$ cat src/rtl/ifetch_pkg.sv
// ifetch_pkg: shared constants and types for the instruction fetch controller.
//   IFQ_DEPTH       - entries in the fetch return queue
//   IFQ_CNT_W       - width of the queue occupancy count (holds 0..IFQ_DEPTH)
//   IFETCH_RESET_PC - default fetch PC after reset
//   fetch_entry_t   - {pc, data} pair for the default 32-bit configuration
package ifetch_pkg;

  localparam int          IFQ_DEPTH       = 2;
  localparam int          IFQ_CNT_W       = $clog2(IFQ_DEPTH + 1);
  localparam logic [31:0] IFETCH_RESET_PC = 32'h0000_0000;

  typedef struct packed {
    logic [31:0] pc;
    logic [31:0] data;
  } fetch_entry_t;

endpackage

$ cat src/rtl/ifetch_queue.sv
// ifetch_queue: 2-entry FIFO of {pc, data} returned by instruction memory.
// Slot 0 is always the head, so head outputs come straight from flops.
// Ports:
//   clk, rst              - clock, asynchronous active-high reset
//   push, push_pc/data    - write an entry (never while full)
//   pop                   - drop the head (only while count != 0)
//   flush                 - empty the queue; wins over push/pop
//   count                 - occupancy 0..2
//   head_valid/pc/data    - head entry
module ifetch_queue
  import ifetch_pkg::*;
#(
  parameter int WIDTH_ADDR = 32,
  parameter int WIDTH_DATA = 32
) (
  input  logic                  clk,
  input  logic                  rst,
  input  logic                  push,
  input  logic [WIDTH_ADDR-1:0] push_pc,
  input  logic [WIDTH_DATA-1:0] push_data,
  input  logic                  pop,
  input  logic                  flush,
  output logic [IFQ_CNT_W-1:0]  count,
  output logic                  head_valid,
  output logic [WIDTH_ADDR-1:0] head_pc,
  output logic [WIDTH_DATA-1:0] head_data
);

  logic [WIDTH_ADDR-1:0] pc0_q, pc1_q;
  logic [WIDTH_DATA-1:0] d0_q, d1_q;
  logic [IFQ_CNT_W-1:0]  cnt_q;

  always_ff @(posedge clk or posedge rst) begin
    if (rst) begin
      pc0_q <= '0;
      d0_q  <= '0;
      pc1_q <= '0;
      d1_q  <= '0;
      cnt_q <= '0;
    end else if (flush) begin
      cnt_q <= '0;
    end else begin
      case ({push, pop})
        2'b10: begin
          if (cnt_q == '0) begin
            pc0_q <= push_pc;
            d0_q  <= push_data;
          end else begin
            pc1_q <= push_pc;
            d1_q  <= push_data;
          end
          cnt_q <= cnt_q + 1'b1;
        end
        2'b01: begin
          // Shift slot 1 forward; harmless stale copy when count was 1.
          pc0_q <= pc1_q;
          d0_q  <= d1_q;
          cnt_q <= cnt_q - 1'b1;
        end
        2'b11: begin
          // Count is unchanged. With one entry the new word becomes head.
          if (cnt_q == IFQ_CNT_W'(1)) begin
            pc0_q <= push_pc;
            d0_q  <= push_data;
          end else begin
            pc0_q <= pc1_q;
            d0_q  <= d1_q;
            pc1_q <= push_pc;
            d1_q  <= push_data;
          end
        end
        default: ;
      endcase
    end
  end

  assign count      = cnt_q;
  assign head_valid = (cnt_q != '0);
  assign head_pc    = pc0_q;
  assign head_data  = d0_q;

endmodule

$ cat src/rtl/ifetch_ctrl.sv
// ifetch_ctrl: instruction fetch controller for a 1-cycle synchronous ROM.
// Owns the fetch PC, issues one read per cycle when the return path has room,
// buffers returned words in ifetch_queue and hands them to decode.
// Optional build macro: IFETCH_PERF_EN enables the two performance counters;
// without it the perf ports read 0 and no counter flops exist.
// Ports:
//   clk, rst                   - clock, asynchronous active-high reset
//   fetch_en                   - permits new reads
//   redirect_valid/redirect_pc - flush and restart at a new PC
//   mem_addr, mem_rdata        - ROM word address / data one cycle later
//   inst_valid/ready/data/pc   - decode handshake and head instruction
//   perf_fetch_cnt             - accepted instructions
//   perf_stall_cnt             - cycles with fetch_en=1 and nothing to offer
module ifetch_ctrl
  import ifetch_pkg::*;
#(
  parameter int                    WIDTH_ADDR = 32,
  parameter int                    WIDTH_DATA = 32,
  parameter logic [WIDTH_ADDR-1:0] RESET_PC   = WIDTH_ADDR'(IFETCH_RESET_PC)
) (
  input  logic                  clk,
  input  logic                  rst,
  input  logic                  fetch_en,
  input  logic                  redirect_valid,
  input  logic [WIDTH_ADDR-1:0] redirect_pc,
  output logic [WIDTH_ADDR-1:0] mem_addr,
  input  logic [WIDTH_DATA-1:0] mem_rdata,
  output logic                  inst_valid,
  input  logic                  inst_ready,
  output logic [WIDTH_DATA-1:0] inst_data,
  output logic [WIDTH_ADDR-1:0] inst_pc,
  output logic [31:0]           perf_fetch_cnt,
  output logic [31:0]           perf_stall_cnt
);

  logic [WIDTH_ADDR-1:0] pc_q, inflight_pc_q;
  logic                  inflight_q;
  logic [IFQ_CNT_W-1:0]  count;
  logic [IFQ_CNT_W:0]    occ;
  logic                  pop, push, issue;

  assign pop  = inst_valid & inst_ready;
  assign push = inflight_q & ~redirect_valid;

  // Occupancy after this cycle's pop, counting the word still in flight.
  // A new read only goes out if its word is guaranteed a slot.
  assign occ   = {1'b0, count} + {{IFQ_CNT_W{1'b0}}, inflight_q}
               - {{IFQ_CNT_W{1'b0}}, pop};
  assign issue = fetch_en & ~redirect_valid & (occ <= (IFQ_CNT_W+1)'(1));

  always_ff @(posedge clk or posedge rst) begin
    if (rst) begin
      pc_q          <= RESET_PC;
      inflight_q    <= 1'b0;
      inflight_pc_q <= '0;
    end else if (redirect_valid) begin
      pc_q       <= redirect_pc & ~WIDTH_ADDR'(3);
      inflight_q <= 1'b0;
    end else if (issue) begin
      inflight_q    <= 1'b1;
      inflight_pc_q <= pc_q;
      pc_q          <= pc_q + WIDTH_ADDR'(4);
    end else begin
      inflight_q <= 1'b0;
    end
  end

  assign mem_addr = pc_q >> 2;

  ifetch_queue #(
    .WIDTH_ADDR (WIDTH_ADDR),
    .WIDTH_DATA (WIDTH_DATA)
  ) u_queue (
    .clk        (clk),
    .rst        (rst),
    .push       (push),
    .push_pc    (inflight_pc_q),
    .push_data  (mem_rdata),
    .pop        (pop),
    .flush      (redirect_valid),
    .count      (count),
    .head_valid (inst_valid),
    .head_pc    (inst_pc),
    .head_data  (inst_data)
  );

`ifdef IFETCH_PERF_EN
  logic [31:0] fetch_cnt_q, stall_cnt_q;

  always_ff @(posedge clk or posedge rst) begin
    if (rst) begin
      fetch_cnt_q <= '0;
      stall_cnt_q <= '0;
    end else begin
      if (pop)                    fetch_cnt_q <= fetch_cnt_q + 32'd1;
      if (fetch_en & ~inst_valid) stall_cnt_q <= stall_cnt_q + 32'd1;
    end
  end

  assign perf_fetch_cnt = fetch_cnt_q;
  assign perf_stall_cnt = stall_cnt_q;
`else
  assign perf_fetch_cnt = 32'd0;
  assign perf_stall_cnt = 32'd0;
`endif

endmodule

$ cat config.mk
export PLATFORM = sky130hd
export DESIGN_NAME = ifetch_ctrl
export DESIGN_NICKNAME = d
export VERILOG_FILES = /design/src/rtl/ifetch_pkg.sv /design/src/rtl/ifetch_queue.sv /design/src/rtl/ifetch_ctrl.sv
export SDC_FILE = /design/constraint.sdc
export NUM_CORES = 1
export LEC_CHECK = 0
export BUFFER_PORTS_ARGS = -buffer_cell sky130_fd_sc_hd__clkbuf_2
export CAP_MARGIN = 5
export CORE_AREA = 2 2 170 172
export CTS_CLUSTER_DIAMETER = 150
export CTS_CLUSTER_SIZE = 16
export DETAILED_ROUTE_END_ITERATION = 10
export DIE_AREA = 0 0 172 174
export PLACE_DENSITY = 0.59
export SLEW_MARGIN = 20
export SYNTH_ARGS = -nofsm -noshare
export SYNTH_HDL_FRONTEND = slang
export SYNTH_HIERARCHICAL = 1
export SYNTH_SLANG_ARGS = --single-unit
$ cat constraint.sdc
create_clock -name clk -period 10.63 [get_ports clk]
set_clock_uncertainty 0.05 [all_clocks]
set_input_delay 0 -clock clk [delete_from_list [all_inputs] [get_ports clk]]
set_output_delay 0 -clock clk [all_outputs]
set_load 0.02 [all_outputs]
Word level (Yosys, flattened, before mapping). Index checks and enable logic that the tools add are counted.

Bits of input ports: 69. Word-level logic and storage cells: 53. Output and inout bits: 161. Memories: 0. RAM bits: 0. Flip-flop bits (word level): 195. Bits in read-only memories: 0. Bits in latches: 0.

Add/sub/neg operators: 5. Reduce and logical (&&, ||, !) cells: 9. Shift-type cells: 0. Bitwise operators: 5. Divide/modulo/power cells: 0. Equality and inequality tests: 7. $lt $le $gt $ge: 1. Multiply operators: 0. Muxes and demuxes: 18.

Operators by type and width (count): 32-bit 2-to-1 mux (10); 32-bit case mux with 3 select lines (2); 32-bit case mux with 2 select lines (2); 32-bit by 3-bit adder with 32-bit output (second input constant) (1); 2-bit nonzero test (3); 3-bit nonzero test (2); 1-bit AND (4); 2-bit by 1-bit equality test with 1-bit output (second input constant) (2); 2-bit equality test (second input constant) (2); 2-bit inequality test (second input constant) (2); 2-bit case mux with 2 select lines (1); 4-bit AND reduction (1); 2-bit by 1-bit adder with 3-bit output (1); 3-bit by 1-bit <= comparator with 1-bit output (second input constant) (1); 3-bit AND reduction (1); 3-bit by 1-bit subtractor with 3-bit output (1); 2-bit by 1-bit adder with 2-bit output (second input constant) (1); 2-bit zero test (1); 1-bit 2-to-1 mux (2); 2-bit 2-to-1 mux (1); 2-bit by 1-bit inequality test with 1-bit output (second input constant) (1); 2-bit AND reduction (1); 2-bit by 1-bit subtractor with 2-bit output (second input constant) (1); 1-bit inverter (1).

Logic depth before layout (Yosys ltp).
Depth in word-level cells: 7. Mapped depth: 16. Mapped depth without buffers: 15.

Hierarchy. Netlist, hierarchy kept.

Modules (own cells, without submodules): ifetch_queue (area each 6155.9 sq um, seq. area each 3253.1 sq um, cells an instance 363, times used 1); ifetch_ctrl (area each 3539.6 sq um, seq. area each 1526.5 sq um, cells an instance 405, times used 1).

Worst setup path after synthesis. Ideal clock, no wire load.

Path kind: register -> register. From: register u_queue.cnt_q[1], in the netlist u_queue/count[1]. To: register pc_q[27]. Data required time: 10454 ps. Period minus slack after synthesis: 3221 ps. Data arrival time: 3045 ps. Path slack: 7409 ps. Library setup time: 126 ps. Path buffers: 1. Stages on the path, launching flop included: 16. Cell sequence: dfrtp_1 inv_1 ha_1 inv_1 and2_1 ha_1 inv_1 ha_1 inv_1 fa_1 xor2_1 or3_4 clkinv_4 nor2_1 buf_2 a221o_1.

Cells in the longest elaborated chain, start to end: 6. Elaborated cells on any way between the ends: 7. Classes of those cells: add/sub: 2; order compare: 1; bitwise: 2; reduce/logical: 2.

RTL lines: start, declared (line ifetch_queue.sv:31) `logic [IFQ_CNT_W-1:0] cnt_q;`; start signal, assigned (line ifetch_queue.sv:52) `cnt_q <= cnt_q + 1'b1;`; start signal, assigned (line ifetch_queue.sv:58) `cnt_q <= cnt_q - 1'b1;`; 2-bit nonzero test (line ifetch_queue.sv:78) `assign head_valid = (cnt_q != '0);`; named net inst_valid (line ifetch_ctrl.sv:28) `output logic inst_valid,`; 1-bit AND (line ifetch_ctrl.sv:42) `assign pop = inst_valid & inst_ready;`; named net pop (line ifetch_ctrl.sv:40) `logic pop, push, issue;`; 3-bit by 1-bit subtractor with 3-bit output (line ifetch_ctrl.sv:48) `- {{IFQ_CNT_W{1'b0}}, pop};`; 3-bit by 1-bit <= comparator with 1-bit output (line ifetch_ctrl.sv:49) `assign issue = fetch_en & ~redirect_valid & (occ <= (IFQ_CNT_W+1)'(1));`; 1-bit AND (line ifetch_ctrl.sv:49); 2-bit nonzero test (no source line); end signal, assigned (line ifetch_ctrl.sv:57) `pc_q <= redirect_pc & ~WIDTH_ADDR'(3);`; end signal, assigned (line ifetch_ctrl.sv:62) `pc_q <= pc_q + WIDTH_ADDR'(4);`; end, declared (line ifetch_ctrl.sv:36) `logic [WIDTH_ADDR-1:0] pc_q, inflight_pc_q;`.

The timed path passes the listed nets, and every way through them passes these cells. A chain may end at the register's enable or synchronous reset.

Worst setup path after layout.
From: register u_queue.cnt_q[1], in the netlist u_queue/count[1]. To: register pc_q[9].

Cells in the longest elaborated chain, start to end: 6. Elaborated cells on any way between the ends: 7. Classes of those cells: add/sub: 2; order compare: 1; bitwise: 2; reduce/logical: 2.

RTL lines (line): 2-bit nonzero test (ifetch_queue.sv:78); 1-bit AND (ifetch_ctrl.sv:42); named net pop (ifetch_ctrl.sv:40); 3-bit by 1-bit subtractor with 3-bit output (ifetch_ctrl.sv:48); 3-bit by 1-bit <= comparator with 1-bit output (ifetch_ctrl.sv:49); 1-bit AND (ifetch_ctrl.sv:49); 2-bit nonzero test (no source line).

The timed path passes the listed nets, and every way through them passes these cells.

==> metrics <==
initial antenna violation count 0; setup TNS 0 ns; Filler Cell Count about 2800; clk sinks about 190; largest net degree at the start of global routing 80; cell count after synthesis ~770; Slew Viols, Final 0; cts bufs inserted 17; Peak supply drop 0.0001209 V; Synth async-reset ratio 1.000; Max FO, Critical Path 49; Ports 230; Worst Path Required between 10 and 15 ns; critical setup path kind flip-flop to flip-flop; leakage power around 5.8 nW; post-CTS setup buffers 0; final setup margin roughly 5.6 ns; sequential area share after synthesis 0.4930; clk_lat worst skew around 0.43 ns; Final period util 0.4697; Overflow after GRT 0; Tot GR Track Use 0.1529; syn_area_per_cell ~13 µm²; Root Buffer clkbuf_16; Routed WL 22.54 mm; outcome finished, final reports clean; chip height about 170 µm; most frequent cells in the layout dfrtp_1 (191), clkbuf_2 (161), nand2_1 (117); Synth Register Bits around 190; CTS H-tree lvls 4; n_diodes 0; layout cells sized above 1 0.3868; Post-Place Setup Slack ~5.5 ns; kind of end point of the critical path flip-flop; met3 Use GR 0.03119; Clock transition at path regs 0.07 ns; Die X between 150 and 200 µm; hold path cells 4; total area of sequential cells about 4800 µm²; clock buffer depth 2; Post-synth EDFFs 0; Nets between 1000 and 1500; worst hold path type input port to flip-flop; DRC viols 0; Final Util 0.4151; cts-stage hold buffer count 63; Slew headroom 0.3061; multi-input logic area roughly 4300 µm²; most common cell after layout, fill and taps aside dfrtp_1; hpwl dp about 15 mm; CTS resizes 0; Top Usage Layer GRT met2; Post-DRT Antenna Nets 0; 1st-iter DRT viols just over 400; RePlAce Congestion between 0.7 and 0.8; number of library cell types mapped by synthesis 58; Core ar. 28240 µm²; Die ar. roughly 30000 µm²; initial core utilization 0.3434; Fin. Hold Viols 0; IO Port Bufs about 160; first-pass GRT wire length 35.58 mm; placed inst area between 10000 and 15000 µm²; Setup-failing EPs final 0; via-per-instance ratio around 4.6; grt met2 use 0.2336; r2r worst-path depth 15; RSZ-0062 raised after global routing false; Final Critical Period 4.993 ns; number of global-route vias before repair around 6400; Max Cap Viol 0; power per cell area 260.6 nW/µm²; Crit path arrival time ~5.3 ns; area grow syn2layout 20.89%; GRT met1 Usage 0.2216; CTS tree done; first-pass iteration count of the detailed router 4; maximum clock rate between 200 and 250 MHz; vias 6398; CP Launch Type flip-flop; row count 62; routed len/inst ~16 µm; Warnings, synthesis 6; Design Area, Final between 10000 and 15000 µm²; top_reg_cell synth dfrtp_1; Post-Syn Area between 9000 and 10000 µm²; worst-margin pin slew 1.037 ns
## layout make-up
cell class                 count  share of cell area
clock buffer                  18             0.03661
tap                          384             0.04099
multi-input combinational    526              0.3660
timing repair buffer         231              0.1273
sequential                   191              0.4078
clock inverter                14             0.01462
inverter                      18            0.006618
## synth_stat cells, drive strengths merged (3+ instances only)
library cell  count  area (µm²)
a22oi             6       45.04
buf              94       782.0
xnor2             4       35.03
a31oi             3       18.77
o21ai            12       60.06
a21oi             4       20.02
o211ai           12       90.09
o311ai           10       87.59
ha                6       75.07
nand2           118       445.4
dfrtp           191        4780
a221o             5       50.05
nand4            13       111.4
mux2            192        2477
nor2             18       92.59
nor3              4       20.02
or3               3       23.77
clkbuf            8       30.03
nand3            16       80.08
inv              17       63.81
## final timing paths
kind / startpoint / endpoint / slack, ns
setup / recovery: u_queue/count[1] / pc_q[9] / 5.64
hold reg to reg: u_queue/pc1_q[31] / u_queue/pc1_q[31] / 0.44
setup reg to reg: u_queue/count[1] / pc_q[9] / 5.64
hold / removal: fetch_en / pc_q[12] / 0.03
max in group asynchronous: rst / u_queue/d1_q[14] / 9.27
min in group asynchronous: rst / u_queue/pc1_q[24] / 0.14
## flip-flops by register name, indices dropped and copies added (netlist names)
| register | flops |
|---|---|
| inflight_pc_q | 30 |
| inflight_q | 1 |
| pc_q | 30 |
| u_queue/count | 2 |
| u_queue/d1_q | 32 |
| u_queue/head_data | 32 |
| u_queue/head_pc | 32 |
| u_queue/pc1_q | 32 |
## cell families after synthesis
group | Yosys count | share of synthesized area
XOR/XNOR | 6 | 0.005420
AO/OA/AOI/OAI | 64 | 0.05304
AND/OR/NAND/NOR | 185 | 0.08956
other | 1 | 0.0003868
buffers and inverters | 120 | 0.09124
flip-flops | 191 | 0.4930
multiplexers | 194 | 0.2576
adder cells (fa/ha/maj) | 7 | 0.009808
## critical path, cell delays in order (launching register included)
cell	delay (ns)
dfrtp_1	0.43
inv_1	0.11
ha_1	0.20
inv_1	0.13
and2_1	0.40
ha_1	0.31
inv_1	0.06
ha_1	0.13
inv_1	0.05
fa_1	0.36
xor2_1	0.31
or3_4	0.58
clkinv_4	0.48
nor2_1	0.92
o21ai_0	0.21
o211ai_1	0.14
## stage by stage
| stage | std cells | total power, mW | hold WS (ns) |
|---|---|---|---|
| floorplan | 837 | 2.092 | 0.01632 |
| detailed placement | 1287 | 2.400 | 0.07197 |
| global route | 1382 | 3.251 | 0.06024 |
| global placement | 1287 | 2.368 | 0.07149 |
| finish | 1382 | 3.055 | 0.03030 |
| CTS | 1382 | 3.093 | 0.03289 |
## layer usage
metal	wire length (µm)	vias up
met5	0	-
met1	10930	3162
met4	192	0
li1	-	2990
met3	1395	16
met2	10030	230
## power by group
group / internal (mW) / switching (mW)
clock: 0.356 / 0.308
sequential: 1.00 / 0.192
combinational: 0.563 / 0.634
total: 1.92 / 1.13
Note: power is estimated with default switching activity, not from simulation.
